`config.mk`:
```
export PLATFORM = sky130hd
export DESIGN_NAME = sar_controller
export DESIGN_NICKNAME = d
export VERILOG_FILES = /design/src/rtl/sar_pkg.sv /design/src/rtl/sar_bit_pointer.sv /design/src/rtl/sar_controller.sv
export SDC_FILE = /design/constraint.sdc
export NUM_CORES = 1
export LEC_CHECK = 0
export BUFFER_PORTS_ARGS = -buffer_cell sky130_fd_sc_hd__clkbuf_2
export CORE_UTILIZATION = 48
export CTS_CLUSTER_DIAMETER = 150
export DETAILED_ROUTE_END_ITERATION = 8
export PLACE_DENSITY = 0.84
export SETUP_SLACK_MARGIN = 0.05
export SYNTH_ARGS = -nofsm -noshare
export SYNTH_HDL_FRONTEND = slang
export SYNTH_HIERARCHICAL = 1
export SYNTH_SLANG_ARGS = --single-unit
```
`constraint.sdc`:
```
create_clock -name clk -period 1.3 [get_ports clk]
set_input_delay 0.13 -clock clk [delete_from_list [all_inputs] [get_ports clk]]
set_output_delay 0.13 -clock clk [all_outputs]
set_load 0.02 [all_outputs]
```
`src/rtl/sar_pkg.sv`:
```
// sar_pkg: shared constants, state encoding and helpers for the SAR controller.
// Used by: sar_bit_pointer, sar_controller.
// Optional feature macro referenced by the controller: SAR_EARLY_EXIT_EN.
package sar_pkg;

  // Default trial/result width; must match the comparator operand width.
  localparam int SAR_WIDTH = 4;

  // FSM state encoding (plain constants so older tools can consume them).
  typedef logic [1:0] sar_state_t;
  localparam sar_state_t ST_IDLE = 2'd0;
  localparam sar_state_t ST_CONV = 2'd1;
  localparam sar_state_t ST_DONE = 2'd2;

  // First trial of every conversion: MSB set, all lower bits clear.
  localparam logic [SAR_WIDTH-1:0] SAR_TRIAL_INIT = {1'b1, {(SAR_WIDTH-1){1'b0}}};

  // True when exactly one of the three comparator outputs is asserted.
  function automatic logic is_one_hot3(input logic a, input logic b, input logic c);
    return (a & ~b & ~c) | (~a & b & ~c) | (~a & ~b & c);
  endfunction

endpackage

```
`src/rtl/sar_bit_pointer.sv`:
```
// sar_bit_pointer: one-hot bit pointer for the SAR, loads at the MSB and shifts toward the LSB.
// Latency: pointer updates on the clock edge after load/shift; last is combinational on the pointer.
// Backpressure: none; the owner only shifts while bits remain, so the pointer never underflows.
// Ports:
//   clk, rst : clock and synchronous active-high reset (pointer cleared)
//   load     : place the pointer on bit WIDTH-1 (takes priority over shift)
//   shift    : move the pointer one bit toward the LSB
//   ptr      : one-hot pointer, bit i set means bit i is being decided
//   last     : pointer is on bit 0
module sar_bit_pointer
  import sar_pkg::*;
#(
  parameter int WIDTH = SAR_WIDTH
) (
  input  logic             clk,
  input  logic             rst,
  input  logic             load,
  input  logic             shift,
  output logic [WIDTH-1:0] ptr,
  output logic             last
);

  localparam logic [WIDTH-1:0] PTR_MSB = {1'b1, {(WIDTH-1){1'b0}}};

  always_ff @(posedge clk) begin
    if (rst) begin
      ptr <= '0;
    end else if (load) begin
      ptr <= PTR_MSB;
    end else if (shift) begin
      ptr <= ptr >> 1;
    end
  end

  assign last = ptr[0];

endmodule

```
`src/rtl/sar_controller.sv`:
```
// sar_controller: successive-approximation controller driving comparator B, one bit per clock, MSB first.
// Latency: start sampled at edge k -> CONV in cycles k+1..k+WIDTH, done pulse in cycle k+WIDTH+1.
// Backpressure: none; start is only honoured in IDLE, so a new conversion begins one cycle after done at the earliest.
// Ports:
//   clk, rst                 : clock and synchronous active-high reset (aborts any conversion)
//   start                    : conversion request, sampled in IDLE only
//   cmp_gt, cmp_eq, cmp_lt   : comparator decision for A versus trial, combinational in the same cycle
//   trial                    : current trial code, drives comparator B
//   result                   : last converged code, held until the next conversion completes
//   busy                     : high in every CONV cycle
//   done                     : one-cycle pulse in the cycle after result is written
//   err                      : sticky flag, set when the comparator outputs are not one-hot during CONV
// Optional: define SAR_EARLY_EXIT_EN to end a conversion as soon as the comparator reports equality.
module sar_controller
  import sar_pkg::*;
#(
  parameter int WIDTH = SAR_WIDTH
) (
  input  logic             clk,
  input  logic             rst,
  input  logic             start,
  input  logic             cmp_gt,
  input  logic             cmp_eq,
  input  logic             cmp_lt,
  output logic [WIDTH-1:0] trial,
  output logic [WIDTH-1:0] result,
  output logic             busy,
  output logic             done,
  output logic             err
);

  localparam logic [WIDTH-1:0] TRIAL_INIT = {1'b1, {(WIDTH-1){1'b0}}};

  sar_state_t       state;
  logic [WIDTH-1:0] ptr;
  logic             ptr_last;
  logic             in_conv;
  logic             ptr_load;
  logic             ptr_shift;
  logic             cmp_valid;
  logic             early_exit;
  logic [WIDTH-1:0] decided;

  assign in_conv   = (state == ST_CONV);
  assign ptr_load  = (state == ST_IDLE) && start;
  assign cmp_valid = is_one_hot3(cmp_gt, cmp_eq, cmp_lt);

  // Only cmp_lt clears the bit under test. This also covers a malformed
  // comparator response: whatever else is asserted, the bit is kept unless
  // cmp_lt is high.
  assign decided = trial & ~(ptr & {WIDTH{cmp_lt}});

`ifdef SAR_EARLY_EXIT_EN
  // A clean equality means the current trial already is the answer; the
  // lower bits are still zero, so trial can be taken as the result as-is.
  assign early_exit = in_conv && cmp_valid && cmp_eq;
`else
  assign early_exit = 1'b0;
`endif

  // Advance only while lower bits remain, so the pointer stops on bit 0.
  assign ptr_shift = in_conv && !ptr_last && !early_exit;

  sar_bit_pointer #(
    .WIDTH (WIDTH)
  ) u_ptr (
    .clk   (clk),
    .rst   (rst),
    .load  (ptr_load),
    .shift (ptr_shift),
    .ptr   (ptr),
    .last  (ptr_last)
  );

  always_ff @(posedge clk) begin
    if (rst) begin
      state  <= ST_IDLE;
      trial  <= '0;
      result <= '0;
      err    <= 1'b0;
    end else begin
      case (state)
        ST_IDLE: begin
          if (start) begin
            state <= ST_CONV;
            trial <= TRIAL_INIT;
          end else begin
            trial <= '0;
          end
        end

        ST_CONV: begin
          if (!cmp_valid) begin
            err <= 1'b1;
          end
          if (early_exit) begin
            result <= trial;
            state  <= ST_DONE;
          end else if (ptr_last) begin
            result <= decided;
            trial  <= decided;
            state  <= ST_DONE;
          end else begin
            // Apply this bit's decision and raise the next lower bit as the
            // new trial in the same edge.
            trial <= decided | (ptr >> 1);
          end
        end

        ST_DONE: begin
          trial <= '0;
          state <= ST_IDLE;
        end

        default: begin
          trial <= '0;
          state <= ST_IDLE;
        end
      endcase
    end
  end

  assign busy = (state == ST_CONV);
  assign done = (state == ST_DONE);

endmodule

```
==> results of run 1 <==
-- report_power, final --
part,leakage (nW),total [mW],switching [mW],internal [mW]
Combinational,0.180,0.124,0.0628,0.0613
Sequential,0.122,0.483,0.0106,0.473
Clock,0.0177,0.263,0.148,0.114
Total,0.320,0.871,0.222,0.649
-- logic make-up after synthesis --
logic type / Yosys count
and+or+nand+nor: 32
DFF: 15
AOI/OAI and AO/OA: 12
buffers and inverters: 6
muxes: 3
xor gates and xnor gates: 1
-- critical path, delay by kind of cell, from the launching register on --
| family | cells | cell delay (ns) |
|---|---|---|
| simple gates | 1 | 0.15 |
| flops | 1 | 0.35 |
| buf+inv | 2 | 0.27 |
-- per-stage QoR --
stage | cells | hold WS (ns) | area, um2 | power, mW
detailed placement | 99 | 0.4472 | 719.4 | 0.5990
global route | 104 | 0.1889 | 780.7 | 0.9223
floorplan | 69 | 0.1991 | 623.1 | 0.5641
CTS | 103 | 0.1689 | 757.0 | 0.8693
global placement | 99 | 0.4424 | 719.4 | 0.5942
finish | 104 | 0.1710 | 780.7 | 0.8705
-- final cells by class --
class / instances / area (um2) / share of cell area, %
repair buffers: 20 / 135.1 / 17.31
clock buffers: 3 / 22.52 / 2.885
well taps: 14 / 17.52 / 2.244
clock inverters: 1 / 5.005 / 0.6410
multi-input cells: 48 / 287.8 / 36.86
flip-flops and latches: 15 / 301.5 / 38.62
inverters: 3 / 11.26 / 1.442
-- registers in the layout, summed over array words and instances, names as in the netlist --
name,count
state,2
err,1
trial,4
result,4
u_ptr/ptr,4
-- timing repair --
item,4_1_cts,5_1_grt
setup buffers,0,1
endpoints found under the setup margin,1,1
gates resized for setup,2,1
gates cloned,0,0
hold endpoints to repair,0,0
-- synthesized netlist by cell type --
cell	count
mux2i_1	3
dfxtp_1	15
nand4_1	3
nand2b_1	1
and2_2	1
nor2_1	4
buf_6	1
nand3_1	1
a21oi_1	10
nand3b_1	1
a21boi_0	1
and2b_2	1
nand2_1	13
o32ai_2	1
xnor2_1	1
nand2b_4	1
inv_1	3
buf_2	1
buf_4	1
nor3_1	3
nor2b_4	1
nor3b_1	2
-- worst max path at each step --
stage	startpoint	to	slack (ns)	depth (start not counted)
finish	state[0]	busy	0.11	3
global route	state[0]	busy	0.06	3
CTS	state[0]	busy	0.07	3
detailed placement	state[0]	err	0.17	4
global placement	state[0]	err	0.24	4
floorplan	state[0]	u_ptr/ptr[0]	0.12	5
-- metal layers --
layer | wire, um | up-vias | GRT usage (%)
met5 | 0 | - | 0
met4 | 19 | 0 | 8.036
met3 | 44 | 2 | 7.558
met2 | 575 | 15 | 28.39
met1 | 571 | 224 | 29.41
li1 | - | 277 | -
==> reports/metrics.csv, run 1 <==
stage,metric,value,unit
timing,tightest_slew,0.2805,ns
clock_network,path_clk_slew,0.09,ns
floorplanning,ios,17,
synth,ys_warn_count,6,
synth,synth_mux_area_share,4.819,%
final_layout,final_util,67.53,%
global_route,grt_max_degree,13,
drt,route.vias.total,518,
timing,setup_tns,0,ns
global_route,grt_pass1_vias,399,
drt,drc_errors,0,
final_layout,diodes,0,
timing,finalMaxSlewViolations,0,
synth,synthXorXnorAreaFrac,1.406,%
setup_path,critical_path_class,reg -> out,
worst_hold_path,min_from,rst,
setup_path,path_cells,nor2b_4 > buf_6 > clkbuf_8,
worst_hold_path,hold_end,result[2],
drt,drt_iter0_markers,12,
synth,synth_area,623.1,um2
drt,via_per_inst,4.981,
setup_path,regToRegSetupSlack,0.14,ns
drt,first_pass_iters,4,
flow_run,max_cap_viol_count,0,
synth,synth_fp_nets,75,
timing,hold_viol,0,
clock_network,clockBufferDepth,2,
timing,relSlewSlack,81.13,%
synth,synth_top_cell_area_share,48.19,%
power,irDropWorstVdd,0.0006589,V
final_layout,drive_above_1_share,33.33,%
final_layout,n_fill_cell,92,
place,dpl_worst_slack,0.1694,ns
floorplanning,fp.dieH,38.03,um
clock_network,holdBufCountCts,0,
timing,fin_crit,1.185,ns
drt,drtAntennaViolNets,0,
setup_path,cp.arrival,1.06,ns
clock_network,cts_root_buf,clkbuf_4,
clock_network,clkLatencyLatePin,0.29,ns
timing,period_share,91.15,%
global_route,grt_overflow,0,
drt,wl_per_cell,11.64,um
timing,skew,0.009881,ns
global_route,antenna_found_initial,0,
synth,synth_area_leaders,"dfxtp_1, a21oi_1, nand2_1",
power,cellLeakagePower,0.3196,nW
timing,setup_viol,0,
timing,rsz0062_at_grt,false,
setup_path,crit_path_max_fanout,6,
synth,synth_top_family_by_area,simple AND/OR/NAND/NOR gates,
floorplanning,start_util,53.90,%
clock_network,cts_buffers,3,
final_layout,fin_nets,97,
floorplanning,row_count,12,
clock_network,cts_sinks,15,
setup_path,reg2reg_from,state[0],
place,dp_hpwl,888.5,um
synth,synthSimpleGateAreaFrac,28.11,%
setup_path,required,1.17,ns
place,port_buffers,16,
synth,syn_area_per_cell,9.030,um2
synth,yosysSeqAreaShare,48.19,%
synth,synth_cells,69,
final_layout,area_growth,25.30,%
worst_hold_path,hold_path_class,in -> reg,
synth,yosysUniqueCellTypes,22,
global_route,grt_pass1_wl,1945,um
drt,finalWirelength,1211,um
clock_network,cts_tree,built,
floorplanning,fp.dieW,38.03,um
timing,setup_slack,0.1150,ns
synth,synthAdderAreaFrac,0,%
final_layout,layout.cells.most_common_list,"clkbuf_2, dfxtp_1, nand2_1, a21oi_1, nor2_1",
setup_path,r2r_cells,5,
floorplanning,coreArea,0.001156,mm2
worst_hold_path,worstHoldPathCells,2,
global_route,grt_usage,20.81,%
timing,timing.fmax,843.9,MHz
place,gp_congestion,0.8542,
synth,yosys.area.top_type,dfxtp_1,
synth,synth_compound_area_share,11.85,%
synth,ys_ff_latch,15,
power,power_density,1115,mW/mm2
final_layout,layout_commonest_cell,clkbuf_2,
floorplanning,die-area,0.001446,mm2
setup_path,cpPeakStageDelay,0.35,ns
setup_path,slowest_stage,dfxtp_2,
setup_path,cp-start-kind,flop,
run_status,status,"complete, no violations",
setup_path,endpoint_kind,output pin,
clock_network,htreeDepth,1,
setup_path,rr_endpoint,err,
Power figures use the tool's default switching activity.
==> run 2: changes to the inputs <==
- clock period: 1.3 -> 1.2 ns (I/O delays scaled with it)
==> reports/metrics.csv, run 2 (synthesized netlist as in run 1, its figures left out) <==
stage,metric,value,unit,change
clock_network,cts_root_buf,clkbuf_4,,unchanged
drt,met2_length,724,um,was 575 um
final_layout,fin_nets,103,,was 97
final_layout,register_area,301.5,um2,unchanged
final_layout,n_fill_cell,89,,was 92
power,power.internal,0.7132,mW,was 0.6486 mW
flow_run,max_cap_viol_count,0,,unchanged
final_layout,final_util,70.56,%,was 67.53%
global_route,grt_pass1_wl,2070,um,was 1945 um
timing,fin_crit,1.162,ns,
setup_path,endpoint_kind,flop,,was output pin
setup_path,required,1.40,ns,was 1.17 ns
timing,setup_viol,0,,unchanged
setup_path,endpoint,err,,was busy
floorplanning,row_count,12,,unchanged
timing,hold_viol,0,,unchanged
final_layout,reg.largest.list,"result (4), trial (4), u_ptr/ptr (4)",,unchanged
clock_network,cts_tree,built,,unchanged
setup_path,r2r_cells,4,,was 5
drt,wl_met3,92,um,was 44 um
power,p_clk_share,30.3,%,was 30.2%
final_layout,drive_above_1_share,37.50,%,was 33.33%
power,irDropWorstVdd,0.001055,V,was 0.0006589 V
setup_path,rr_endpoint,err,,unchanged
floorplanning,fp.dieW,38.03,um,unchanged
global_route,grt_overflow,0,,unchanged
power,power.sequential.fraction,54.3,%,was 55.5%
final_layout,layout.cells.most_common_list,"clkbuf_2, dfxtp_1, nand2_1, a21oi_1, buf_4",,"was clkbuf_2, dfxtp_1, nand2_1, a21oi_1, nor2_1"
worst_hold_path,hold_path_class,in -> reg,,unchanged
drt,drt_iter0_markers,20,,was 12
setup_path,cp-start-kind,flop,,unchanged
final_layout,area_growth,30.92,%,was 25.30%
timing,skew,0.001243,ns,was 0.009881 ns
drt,route.vias.total,557,,was 518
timing,period_share,96.85,%,
final_layout,design_area,815.8,um2,was 780.7 um2
place,dp_hpwl,941.9,um,was 888.5 um
clock_network,holdBufCountCts,0,,unchanged
timing,rsz0062_at_grt,true,,was false
global_route,antenna_found_initial,0,,unchanged
place,gp_congestion,0.8822,,was 0.8542
setup_path,crit_path_max_fanout,6,,unchanged
floorplanning,start_util,53.90,%,unchanged
floorplanning,fp.dieH,38.03,um,unchanged
drt,first_pass_iters,7,,was 4
drt,dr.max_layer_used,met4,,unchanged
clock_network,path_clk_slew,0.09,ns,about the same
clock_network,clkLatencyLatePin,0.28,ns,was 0.29 ns
setup_path,reg2reg_from,state[0],,unchanged
timing,relSlewSlack,76.01,%,was 81.13%
power,cellLeakagePower,0.3442,nW,was 0.3196 nW
run_status,status,"complete, no violations",,unchanged
power,switching_share,26.20,%,was 25.49%
final_layout,layout_commonest_cell,clkbuf_2,,unchanged
place,dpl-instance-area,729.5,um2,was 719.4 um2
place,port_buffers,16,,unchanged
timing,tightest_slew,0.3567,ns,was 0.2805 ns
clock_network,clockBufferDepth,2,,unchanged
power,p_sw,0.2532,mW,was 0.2219 mW
drt,drtAntennaViolNets,0,,unchanged
final_layout,diodes,0,,unchanged
clock_network,cts_buffers,3,,unchanged
global_route,grt_usage,22.09,%,was 20.81%
floorplanning,ios,17,,unchanged
floorplanning,coreArea,0.001156,mm2,unchanged
drt,finalWirelength,1397,um,was 1211 um
worst_hold_path,min_from,rst,,unchanged
clock_network,cts_sinks,15,,unchanged
global_route,grt_max_degree,12,,was 13
setup_path,regToRegSetupSlack,0.04,ns,was 0.14 ns
power,p_comb_share,15.4,%,was 14.3%
drt,drc_errors,0,,unchanged
setup_path,critical_path_class,reg -> reg,,was reg -> out
timing,timing.fmax,860.4,MHz,
setup_path,cp.arrival,1.36,ns,was 1.06 ns
power,power_density,1185,mW/mm2,was 1115 mW/mm2
global_route,grt_pass1_vias,488,,was 399
drt,wl_per_cell,12.70,um,was 11.64 um
drt,wl_met1,576,um,was 571 um
clock_network,htreeDepth,1,,unchanged
setup_path,crit_start,state[0],,unchanged
drt,via_per_inst,5.064,,was 4.981
floorplanning,die-area,0.001446,mm2,unchanged
final_layout,multi_input_area,289.0,um2,was 287.8 um2
timing,finalMaxSlewViolations,0,,unchanged
==> run 2: changes by cell type in the layout (fill, tap and decap cells not counted) <==
cell and change:
clkbuf_8 -1, buf_4 +7, and2_4 +1, and2_2 -1, buf_8 +1, buf_12 -1
==> run 2: layer usage <==
layer  vias to the layer above  GRT usage [%]
met5                         -              0
met4                         0          14.29
met3                         2          7.558
met2                        25          38.56
met1                       243          21.82
li1                        287              -
==> run 2: area by class of cell <==
cell class | count | share of cell area (%)
clock buffer | 3 | 2.761
clock inverter | 1 | 0.6135
sequential | 15 | 36.96
multi-input combinational | 48 | 35.43
tap | 14 | 2.147
inverter | 3 | 1.380
timing repair buffer | 26 | 20.71
==> run 2: power by group through the flow <==
stage | sequential, mW | clock (mW) | combinational, mW
after floorplan | 0.541 | 0 | 0.0729
after global placement | 0.533 | 0 | 0.115
after detailed placement | 0.535 | 0 | 0.117
after CTS | 0.524 | 0.301 | 0.129
after global routing | 0.527 | 0.326 | 0.159
final | 0.525 | 0.293 | 0.149
==> run 2: critical path, cell delays in order (launching register included) <==
cell and delay, ns:
dfxtp_2 0.36, nor2b_4 0.24, buf_6 0.15, nand2b_4 0.07, o32ai_2 0.26
==> run 2: worst min path at each step <==
stage,endpoint,slack (ns),depth (start not counted)
6_report,trial[1],0.16,3
5_1_grt,trial[1],0.14,3
4_1_cts,state[1],0.14,3
3_5_place_dp,result[2],0.45,2
3_3_place_gp,result[2],0.44,2
2_1_floorplan,u_ptr/ptr[3],0.19,1
==> run 2: timing repair <==
| item | in CTS | in global routing |
|---|---|---|
| pin swaps | 0 | 1 |
| setup endpoints to repair | 2 | 6 |
| setup buffers | 1 | 5 |
| resized for setup | 3 | 1 |
==> run 2: stage by stage <==
stage / setup TNS (ns) / hold WS [ns] / power (mW) / std cells / setup WS (ns)
final: 0 / 0.1566 / 0.9663 / 110 / 0.03775
after CTS: 0 / 0.1419 / 0.9544 / 105 / 0.02424
after global placement: 0 / 0.4434 / 0.6483 / 100 / 0.1119
after detailed placement: 0 / 0.4483 / 0.6524 / 100 / 0.02084
after global routing: -0.001531 / 0.1447 / 1.012 / 110 / -0.001531
after floorplan: 0 / 0.1891 / 0.6137 / 69 / 0.07116
==> run 3: changes to the inputs <==
- CELL_PAD_IN_SITES_DETAIL_PLACEMENT: not set -> 0
- CELL_PAD_IN_SITES_GLOBAL_PLACEMENT: not set -> 1
- CORE_UTILIZATION: 48 -> 38
- PLACE_DENSITY: 0.84 -> 0.88
- clock period: 1.2 -> 1.4 ns (I/O delays scaled with it)
==> reports/metrics.csv, run 3 (synthesized netlist as in run 1, its figures left out) <==
stage,metric,value,unit,change
final_layout,n_fill_cell,152,,was 89
place,dpl_worst_slack,0.2867,ns,was 0.02084 ns
timing,setup_slack,0.2486,ns,was 0.03775 ns
timing,setup_viol,0,,unchanged
floorplanning,fp.dieW,42.50,um,was 38.03 um
timing,hold_viol,0,,unchanged
final_layout,layout_commonest_cell,clkbuf_2,,unchanged
place,port_buffers,16,,unchanged
setup_path,cp-start-kind,flop,,unchanged
final_layout,layout.cells.most_common_list,"clkbuf_2, dfxtp_1, nand2_1, a21oi_1, nor2_1",,"was clkbuf_2, dfxtp_1, nand2_1, a21oi_1, buf_4"
setup_path,endpoint_kind,output pin,,was flop
setup_path,required,1.26,ns,was 1.40 ns
floorplanning,start_util,40.89,%,was 53.90%
timing,tightest_slew,0.2688,ns,was 0.3567 ns
clock_network,cts_setup_buffers,0,,was 1
place,dp_hpwl,827.1,um,was 941.9 um
clock_network,path_clk_slew,0.09,ns,about the same
setup_path,r2r_cells,4,,unchanged
timing,relSlewSlack,81.92,%,was 76.01%
clock_network,clkLatencyLatePin,0.27,ns,was 0.28 ns
timing,fin_crit,1.151,ns,
setup_path,critical_path_class,reg -> out,,was reg -> reg
global_route,grt_overflow,0,,unchanged
final_layout,area_growth,20.08,%,was 30.92%
floorplanning,ios,17,,unchanged
global_route,grt_pass1_vias,417,,was 488
global_route,grt_usage,13.92,%,was 22.09%
timing,period_share,82.24,%,
global_route,grt_pass1_wl,1835,um,was 2070 um
setup_path,crit_path_max_fanout,4,,was 6
setup_path,slowest_stage,dfxtp_1,,was dfxtp_2
setup_path,cpPeakStageDelay,0.37,ns,was 0.36 ns
drt,drc_errors,0,,unchanged
clock_network,cts_sinks,15,,unchanged
timing,finalMaxSlewViolations,0,,unchanged
final_layout,diodes,0,,unchanged
drt,via_per_inst,4.848,,was 5.064
drt,wl_per_cell,10.53,um,was 12.70 um
timing,setup_tns,0,ns,unchanged
flow_run,max_cap_viol_count,0,,unchanged
clock_network,htreeDepth,1,,unchanged
setup_path,path_cells,and2b_2 > clkbuf_2,,was nor2b_4 > buf_6 > nand2b_4 > o32ai_2
power,irDropWorstVdd,0.0004233,V,was 0.001055 V
power,cellLeakagePower,0.3042,nW,was 0.3442 nW
place,gp_congestion,0.7799,,was 0.8822
drt,drtAntennaViolNets,0,,unchanged
floorplanning,fp.dieH,42.50,um,was 38.03 um
clock_network,cts_root_buf,clkbuf_4,,unchanged
timing,timing.fmax,868.5,MHz,
run_status,status,"complete, no violations",,unchanged
worst_hold_path,hold_path_class,in -> reg,,unchanged
clock_network,ctsResizeCount,0,,was 3
final_layout,reg.largest.list,"result (4), trial (4), u_ptr/ptr (4)",,unchanged
global_route,grt_max_degree,13,,was 12
floorplanning,coreArea,0.001524,mm2,was 0.001156 mm2
worst_hold_path,worstHoldPathCells,2,,was 3
power,power_density,1041,mW/mm2,was 1185 mW/mm2
clock_network,clockBufferDepth,2,,unchanged
drt,drt_iter0_markers,7,,was 20
drt,finalWirelength,1106,um,was 1397 um
final_layout,drive_above_1_share,30.34,%,was 37.50%
global_route,antenna_found_initial,0,,unchanged
clock_network,cts_buffers,3,,unchanged
clock_network,holdBufCountCts,0,,unchanged
setup_path,cp.arrival,1.01,ns,was 1.36 ns
final_layout,fin_nets,96,,was 103
timing,rsz0062_at_grt,false,,was true
clock_network,cts_tree,built,,unchanged
timing,skew,0.003825,ns,was 0.001243 ns
drt,route.vias.total,509,,was 557
drt,first_pass_iters,6,,was 7
floorplanning,die-area,0.001806,mm2,was 0.001446 mm2
floorplanning,row_count,14,,was 12
==> run 3: cell types whose count changed in the layout (fill, tap and decap cells not counted) <==
cell,delta
buf_4,-6
buf_8,-1
clkbuf_1,+1
clkbuf_2,+1
and2_2,+1
and2_4,-1
buf_6,-1
clkinv_2,-1
dfxtp_1,+1
dfxtp_2,-1
==> run 3: layout make-up <==
cell class              count  area (um2)  share of cell area (%)
flip-flops and latches     15       300.3                   40.13
multi-input cells          48       287.8                   38.46
repair buffers             19       102.6                   13.71
clock buffers               4       26.28                   3.512
well taps                  16       20.02                   2.676
inverters                   3       11.26                   1.505
==> run 3: final timing paths <==
kind,slack [ns],startpoint,endpoint
setup / recovery,0.25,state[0],done
hold / removal,0.21,rst,result[1]
setup reg to reg,0.27,state[0],err
hold reg to reg,0.46,result[1],result[1]
==> run 3: routing by layer <==
layer  global-route usage, %  vias to the layer above  wire length, um
met3                   5.172                        2               59
met5                       0                        -                0
met1                   19.25                      218              574
met4                   7.500                        0               12
li1                        -                      273                -
met2                   18.46                       16              459
==> run 3: worst max-delay path, delay by kind of cell, from the launching register on <==
family | cells | cell delay (ns)
buffers and inverters | 1 | 0.15
flip-flops | 1 | 0.37
AND/OR/NAND/NOR | 1 | 0.22
==> run 3: where the power goes <==
group          internal [mW]  total [mW]  switching (mW)
registers              0.438       0.447         0.00863
logic                 0.0429      0.0951          0.0522
clock network          0.110       0.237           0.126
total                  0.592       0.779           0.187
==> run 3: per-stage QoR <==
step / hold slack (ns) / power (mW) / utilization [%] / instance area, um2 / cells
finish: 0.2089 / 0.7789 / 49.10 / 748.2 / 105
global route: 0.2017 / 0.8247 / 49.10 / 748.2 / 105
CTS: 0.1970 / 0.7871 / 49.10 / 748.2 / 105
detailed placement: 0.4474 / 0.5516 / 47.37 / 721.9 / 101
global placement: 0.4440 / 0.5517 / 47.37 / 721.9 / 101
floorplan: 0.2091 / 0.5238 / - / 623.1 / 69
